$ cat src/rtl/sha_io_pkg.sv
// sha_io_pkg: shared widths and FSM states for the SHA host I/O responder
package sha_io_pkg;
  localparam int IOW = 16;
  localparam int BLOCK_BITS = 512;
  localparam int DIGEST_BITS = 256;
  localparam int BLOCK_WORDS = BLOCK_BITS / IOW;
  localparam int DIGEST_WORDS = DIGEST_BITS / IOW;
  localparam int LD_W = $clog2(BLOCK_WORDS);
  localparam int RD_W = $clog2(DIGEST_WORDS);
  typedef enum logic [1:0] {IDLE, FILL, BLKWAIT} state_t;
endpackage

$ cat src/rtl/sha_digest_serializer.sv
// sha_digest_serializer: buffers the core digest and streams it to the host MS word first
module sha_digest_serializer
  import sha_io_pkg::*;
(
  input  logic                   clk,
  input  logic                   rst,
  input  logic                   init,
  input  logic                   load,
  input  logic                   fetch,
  input  logic                   ack,
  input  logic [DIGEST_BITS-1:0] dig_data,
  input  logic                   dig_valid,
  output logic [IOW-1:0]         odata,
  output logic                   fe_acc,
  output logic                   ovr_err
);
  logic [DIGEST_BITS-1:0] dbuf;
  logic [RD_W-1:0] rd_cnt;
  logic dig_avail;
  always_comb fe_acc = fetch & ~load & ~ack & dig_avail;
  always_ff @(posedge clk)
    if (rst || init) begin
      dbuf <= '0;
      rd_cnt <= '0;
      dig_avail <= 1'b0;
      odata <= '0;
      ovr_err <= 1'b0;
    end else begin
      ovr_err <= dig_valid & dig_avail;
      if (fe_acc) begin
        odata <= dbuf[DIGEST_BITS-1 -: IOW];
        dbuf <= {dbuf[DIGEST_BITS-IOW-1:0], {IOW{1'b0}}};
        rd_cnt <= rd_cnt + 1'b1;
        dig_avail <= rd_cnt != RD_W'(DIGEST_WORDS - 1);
      end
      if (dig_valid) begin
        dbuf <= dig_data;
        rd_cnt <= '0;
        dig_avail <= 1'b1;
      end
    end
endmodule

$ cat src/rtl/sha_io_responder.sv
// sha_io_responder: host-side init/load/fetch/ack responder feeding blocks to and digests from the SHA core
module sha_io_responder
  import sha_io_pkg::*;
(
  input  logic                   clk,
  input  logic                   rst,
  input  logic                   init,
  input  logic                   load,
  input  logic                   fetch,
  input  logic [IOW-1:0]         idata,
  output logic                   ack,
  output logic [IOW-1:0]         odata,
  output logic                   err,
  output logic [BLOCK_BITS-1:0]  blk_data,
  output logic                   blk_valid,
  output logic                   blk_first,
  input  logic                   blk_ready,
  input  logic [DIGEST_BITS-1:0] dig_data,
  input  logic                   dig_valid
);
  state_t state, state_nxt;
  logic [LD_W-1:0] ld_cnt;
  logic [BLOCK_BITS-1:0] sreg;
  logic first_flag, ld_acc, ld_last, fe_acc, ovr_err, cfl_err;
  always_comb ld_acc = load & ~fetch & ~ack & ~blk_valid;
  always_comb ld_last = ld_acc & (ld_cnt == LD_W'(BLOCK_WORDS - 1));
  always_ff @(posedge clk) state <= (rst || init) ? IDLE : state_nxt;
  always_comb begin
    state_nxt = state;
    case (state)
      IDLE:    state_nxt = ld_acc ? FILL : IDLE;
      FILL:    state_nxt = ld_last ? BLKWAIT : FILL;
      BLKWAIT: state_nxt = blk_ready ? FILL : BLKWAIT;
      default: state_nxt = IDLE;
    endcase
  end
  always_comb begin
    blk_valid = state == BLKWAIT;
    blk_first = blk_valid & first_flag;
    err = cfl_err | ovr_err;
  end
  always_ff @(posedge clk)
    if (rst || init) begin
      ld_cnt <= '0;
      sreg <= '0;
      blk_data <= '0;
      first_flag <= 1'b1;
      ack <= 1'b0;
      cfl_err <= 1'b0;
    end else begin
      ack <= ld_acc | fe_acc;
      cfl_err <= load & fetch;
      if (ld_acc) begin
        ld_cnt <= ld_cnt + 1'b1;
        sreg <= {sreg[BLOCK_BITS-IOW-1:0], idata};
      end
      if (ld_last) blk_data <= {sreg[BLOCK_BITS-IOW-1:0], idata};
      if (blk_valid && blk_ready) first_flag <= 1'b0;
    end
  sha_digest_serializer u_ser (
    .clk(clk),
    .rst(rst),
    .init(init),
    .load(load),
    .fetch(fetch),
    .ack(ack),
    .dig_data(dig_data),
    .dig_valid(dig_valid),
    .odata(odata),
    .fe_acc(fe_acc),
    .ovr_err(ovr_err)
  );
endmodule
$ cat config.mk
export PLATFORM = sky130hd
export DESIGN_NAME = sha_io_responder
export DESIGN_NICKNAME = d
export VERILOG_FILES = /design/src/rtl/sha_io_pkg.sv /design/src/rtl/sha_digest_serializer.sv /design/src/rtl/sha_io_responder.sv
export SDC_FILE = /design/constraint.sdc
export NUM_CORES = 2
export LEC_CHECK = 0
export BUFFER_PORTS_ARGS = -buffer_cell sky130_fd_sc_hd__buf_2
export CAP_MARGIN = 10
export CORE_UTILIZATION = 42
export DETAILED_ROUTE_END_ITERATION = 7
export GPL_ROUTABILITY_DRIVEN = 1
export SLEW_MARGIN = 25
export SYNTH_ARGS = -nofsm -noshare
export SYNTH_HDL_FRONTEND = slang
export SYNTH_SLANG_ARGS = --single-unit
$ cat constraint.sdc
create_clock -name clk -period 2.39 [get_ports clk]
set_input_delay 0.3585 -clock clk [delete_from_list [all_inputs] [get_ports clk]]
set_output_delay 0.3585 -clock clk [all_outputs]
set_load 0.01 [all_outputs]
After elaboration in Yosys (flattened, before gate mapping)
Cells that the tools add are included.
{ "word_totals": {"regBits": 1296, "in_bits": 279, "output_inout_bits": 532, "word_cells": 47} }
{ "classes": {"n_addsub": 2, "n_eq_ne": 4, "mux": 8, "bitwise": 16, "n_reduce_logical": 5} }
{ "op_table": {"columns": ["cell", "n"], "rows": [
  ["$mux W256", 2],
  ["$and A1 B1 Y1", 10],
  ["$pmux W2 S3", 1],
  ["$add A5 B1 Y5 const B", 1],
  ["$eq A5 B5 Y1 const B", 1],
  ["$add A4 B1 Y4 const B", 1],
  ["$mux W2", 2],
  ["$ne A4 B4 Y1 const B", 1],
  ["$not A1 Y1", 4],
  ["$mux W1", 3],
  ["$eq A2 B1 Y1 const B", 1],
  ["$eq A2 B2 Y1 const B", 1],
  ["$logic_not A2 Y1", 1],
  ["$or A1 B1 Y1", 2],
  ["$reduce_bool A2 Y1", 1],
  ["$reduce_or A2 Y1", 1],
  ["$logic_and A1 B1 Y1", 1],
  ["$logic_or A1 B1 Y1", 1]
]} }

Logic depth before layout (Yosys ltp)
{ "logic_depth": {"ltp_word": 7, "ltp_mapped": 8, "mapped_depth_nobuf": 5} }

By module
A second synthesis with hierarchy kept.
{ "hier_totals": {"hier_cells": 4851, "hier_area_um2": 47957.2} }
{ "by_module_without_submodules": {"columns": ["module", "instances", "cells_per_inst", "area_per_inst_um2"], "rows": [
  ["sha_io_responder", 1, 3320, 36219.7],
  ["sha_digest_serializer", 1, 1531, 11737.5]
]} }

Least setup slack after synthesis
No wires, ideal clock.
{ "synth_path": {"kind": "flip-flop to flip-flop", "from": "register ld_cnt[0]", "to": "register blk_data[471]", "arrival_time_ns": 1.675, "t_required_ns": 2.318, "slack_ns": 0.644, "path_stages_with_launch": 8, "period_less_slack_ns": 1.746, "path_cell_list": "dfxtp_1 > ha_1 > and3_1 > ha_1 > nand3_1 > clkbuf_1 > buf_2 > mux2i_1"} }
{ "synth_via": {"elab_chain_len": 2} }
{ "synth_rtl": {"columns": ["element", "line_no", "source"], "rows": [
  ["start: declaration", "sha_io_responder.sv:22", "logic [LD_W-1:0] ld_cnt;"],
  ["start signal: assignment", "sha_io_responder.sv:54", "ld_cnt <= ld_cnt + 1'b1;"],
  ["$eq A5 B5 Y1", "sha_io_responder.sv:26", "always_comb ld_last = ld_acc & (ld_cnt == LD_W'(BLOCK_WORDS - 1));"],
  ["$and A1 B1 Y1", "sha_io_responder.sv:26", null],
  ["end signal: assignment", "sha_io_responder.sv:57", "if (ld_last) blk_data <= {sreg[BLOCK_BITS-IOW-1:0], idata};"],
  ["end: declaration", "sha_io_responder.sv:14", "output logic [BLOCK_BITS-1:0] blk_data,"]
]} }
Every way passes these cells.
A chain may end at the register's enable or synchronous reset.

Final worst setup path
{ "layout_path": {"from": "register state[0]", "to": "output blk_first"} }
{ "layout_via": {"elab_chain_len": 2} }
{ "layout_rtl": {"columns": ["element", "line_no", "source"], "rows": [
  ["start: declaration", "sha_io_responder.sv:21", "state_t state, state_nxt;"],
  ["start signal: assignment", "sha_io_responder.sv:27", "always_ff @(posedge clk) state <= (rst || init) ? IDLE : state_nxt;"],
  ["$eq A2 B2 Y1", "sha_io_responder.sv:38", "blk_valid = state == BLKWAIT;"],
  ["$and A1 B1 Y1", "sha_io_responder.sv:39", "blk_first = blk_valid & first_flag;"],
  ["end: declaration", "sha_io_responder.sv:16", "output logic blk_first,"]
]} }
Every way passes these cells.

==> flow_metrics.py <==
metrics = {
    "placement": {
        "dp_hpwl_mm": 98.57,
        "gp_congestion": 0.8633,
        "portBuffers": 810,
        "place_inst": 6867,
        "place_ws_ns": 0.2194,
    },
    "sta": {
        "setup_slack_ns": 0.1412,
        "timing.fmax_mhz": 444.7,
        "finClkSkew_ns": 0.01908,
        "setup_viol": 0,
        "slew_headroom_pct": 54.40,
        "worst_pin_slew_ns": 0.6839,
        "hold_viol": 0,
        "slew_violations": 0,
        "setup_tns_ns": 0,
        "fin_crit_ns": 2.249,
        "period_share_pct": 94.09,
        "rsz0062_at_grt": "no",
        "hold_ws_ns": 0.01298,
    },
    "clock_tree": {
        "cts_made_buffers": 138,
        "clk_pin_slew_ns": 0.06,
        "ctsHtreeMaxLevel": 4,
        "postCtsSetupRepairBufs": 0,
        "clock_latency_ns": 0.75,
        "cts.sinks": 1296,
        "clk_path_buf_depth": 3,
        "cts_root_buffer": "clkbuf_16",
        "cts_tree": "built",
    },
    "power_and_ir_drop": {
        "p_leak_nw": 23.55,
        "power_mw": 44.84,
        "power_density_nw_per_um2": 746.4,
        "peakVddDrop_v": 0.0005825,
    },
    "critical_path": {
        "cp_slowest_cell": "dfxtp_1",
        "crit_cells": 4,
        "crit_fanout": 11,
        "worstSetupStartpointType": "flip-flop",
        "reg2reg_slack_ns": 0.29,
        "rr_startpoint": "ld_cnt[0]",
        "endpoint": "blk_first",
        "reg2reg_to": "blk_data[47]",
        "crit_family": "simple AND/OR/NAND/NOR gates",
        "cp.arrival_ns": 1.89,
        "cp_slowest_stage_delay_ns": 0.36,
        "path_buf_inv": 2,
        "crit_type": "flip-flop to primary output",
        "critPathLaunch": "state[0]",
        "crit_path_end_kind": "primary output",
        "reg2reg_depth": 7,
        "crit_chain": "nand2b_1, inv_4, and2_1, buf_2",
        "crit_required_ns": 2.03,
    },
    "global_routing": {
        "grt_use_total_pct": 23.60,
        "grt_antenna_before_repair": 31,
        "met3_usage_pct": 5.432,
        "grt_max_degree": 98,
        "grt.busiest_layer": "met2",
        "grt.met1_usage_pct": 29.56,
        "gr-total-overflow": 0,
        "use_met2_pct": 38.61,
        "grt_pass1_wl_mm": 209.1,
        "grt_pass1_vias": 35380,
    },
    "synthesis": {
        "yosysTopAreaCell": "dfxtp_1",
        "synth_top_area_share_pct": 54.88,
        "ys_warn_count": 0,
        "seq_area_frac_synth_pct": 54.88,
        "synth.area.top_cells": "dfxtp_1, mux2i_1, nand2_1",
        "synth_cell_types": 37,
        "synth.avg_cell_area_um2": 9.800,
        "synthCells": 4824,
        "ys_ff_latch": 1296,
        "synthesis.area_um2": 47270,
        "synth_fp_nets": 5106,
    },
    "die": {
        "core_area_um2": 111100,
        "fp.dieH_um": 337.5,
        "pin_count": 811,
        "dieArea_um2": 113900,
        "fp-row-count": 122,
        "fp.dieW_um": 337.5,
        "initial_core_util_pct": 42.54,
    },
    "min_path": {
        "hold_path.class": "input port to flip-flop",
    },
    "cells_and_area": {
        "drive_above_1_share_pct": 19.36,
        "area_delta_synth_final_pct": 27.08,
        "final_cells": 7414,
        "fin_nets": 6072,
    },
    "route": {
        "totalWireLength_mm": 140.2,
        "drt-wirelength-per-cell_um": 18.91,
        "dr.pass1.iters": 5,
        "first_iter_violations": 2154,
        "drt.antenna.violating_nets": 0,
        "via_per_inst": 5.043,
        "drc": 0,
        "vias": 37390,
    },
    "run": {
        "drv_cap": 0,
    },
    "run_status": {
        "status": "completed",
    },
}
flip-flops by register name, summed over array words and instances, names as in the netlist:
register	flops
blk_data	512
sreg	496
u_ser.dbuf	256
u_ser.odata	16
ld_cnt	5
u_ser.rd_cnt	4
state	2
ack	1
cfl_err	1
first_flag	1
u_ser.dig_avail	1
u_ser.ovr_err	1
cell families (layout without fill, tap and decap cells):
logic type | Yosys count | after routing | synth area share, %
muxes | 1010 | 1010 | 21.39
DFF | 1296 | 1296 | 54.88
adders and majority gates | 3 | 3 | 0.07941
AOI/OAI and AO/OA | 531 | 531 | 6.291
xor gates and xnor gates | 1 | 1 | 0.01853
other | 0 | 32 | 0
and+or+nand+nor | 1604 | 1604 | 13.00
buffers and inverters | 379 | 1449 | 4.346
where the power goes:
| group | total, mW | internal (mW) | leakage, nW | switching, mW |
|---|---|---|---|---|
| clock | 20.8 | 12.1 | 2.15 | 8.72 |
| sequential | 21.9 | 21.8 | 10.5 | 0.110 |
| combinational | 2.11 | 0.968 | 10.9 | 1.15 |
Yosys cell counts:
library cell,count
nand2_1,1556
dfxtp_1,1296
mux2i_1,1010
o21ai_0,245
a31oi_1,240
clkbuf_1,213
buf_4,51
buf_2,46
buf_6,43
a21oi_1,40
nand3_1,23
buf_1,19
and3_1,4
buf_12,3
ha_1,3
nand2b_1,3
nor3_1,3
or3_1,3
a21o_1,2
inv_1,2
nand4b_1,2
or2_2,2
a21boi_0,1
and2_1,1
buf_8,1
inv_2,1
nand4bb_1,1
nor2_2,1
nor2_4,1
nor3b_4,1
nor4bb_1,1
o211ai_1,1
o311ai_0,1
o31ai_1,1
or3b_1,1
or4_1,1
xnor2_1,1
area by class of cell:
class / count / area, um^2
inverters: 3 / 21.27
well taps: 1488 / 1862
repair buffers: 1202 / 8463
flip-flops and latches: 1296 / 25940
multi-input cells: 3149 / 19320
clock buffers: 212 / 4044
fillers: 10090 / 51050
clock inverters: 32 / 335.3
diodes: 32 / 80.08
through the flow:
step	area (um^2)	utilization, %
global placement	52900	47.60
global route	60050	54.04
finish	60070	54.06
CTS	59990	53.98
floorplan	47270	-
detailed placement	52900	47.60
cell usage in the layout, fill, tap and decap left out, drive strengths merged:
| master | n |
|---|---|
| a21boi | 1 |
| a21o | 2 |
| a21oi | 40 |
| a31oi | 240 |
| and2 | 1 |
| and3 | 4 |
| buf | 931 |
| bufinv | 4 |
| clkbuf | 212 |
| clkinv | 19 |
| clkinvlp | 3 |
| dfxtp | 1296 |
| diode | 32 |
| dlygate4sd3 | 271 |
| ha | 3 |
| inv | 9 |
| mux2i | 1010 |
| nand2 | 1556 |
| nand2b | 3 |
| nand3 | 23 |
| nand4b | 2 |
| nand4bb | 1 |
| nor2 | 2 |
| nor3 | 3 |
| nor3b | 1 |
| nor4bb | 1 |
| o211ai | 1 |
| o21ai | 245 |
| o311ai | 1 |
| o31ai | 1 |
| or2 | 2 |
| or3 | 3 |
| or3b | 1 |
| or4 | 1 |
| xnor2 | 1 |
metal layers:
metal / vias to the layer above / wire [um] / share of wire [%]
li1: 18300 / - / -
met1: 17720 / 59630 / 43
met2: 1067 / 66230 / 47
met3: 298 / 8846 / 6.3
met4: 8 / 5476 / 3.9
met5: - / 50 / 0.036
tightest hold or removal path, delay by kind of cell:
family                 cells  cell delay (ns)
buffers and inverters      1             0.10
multiplexers               1             0.09
AND/OR/NAND/NOR            1             0.15
worst min-delay path by stage:
stage,from,to,slack (ns),cells past startpoint
2_1_floorplan,first_flag,first_flag,0.42,1
3_3_place_gp,first_flag,first_flag,0.43,1
3_5_place_dp,first_flag,first_flag,0.43,1
4_1_cts,idata[4],blk_data[4],0.02,3
5_1_grt,idata[4],blk_data[4],0.05,3
6_report,idata[4],blk_data[4],0.01,3
repair_timing:
action,CTS,global route
hold buffers,271,0
setup endpoints to repair,0,1
gates resized for setup,0,1
endpoints found under the hold margin,283,0
Power figures use the tool's default switching activity.
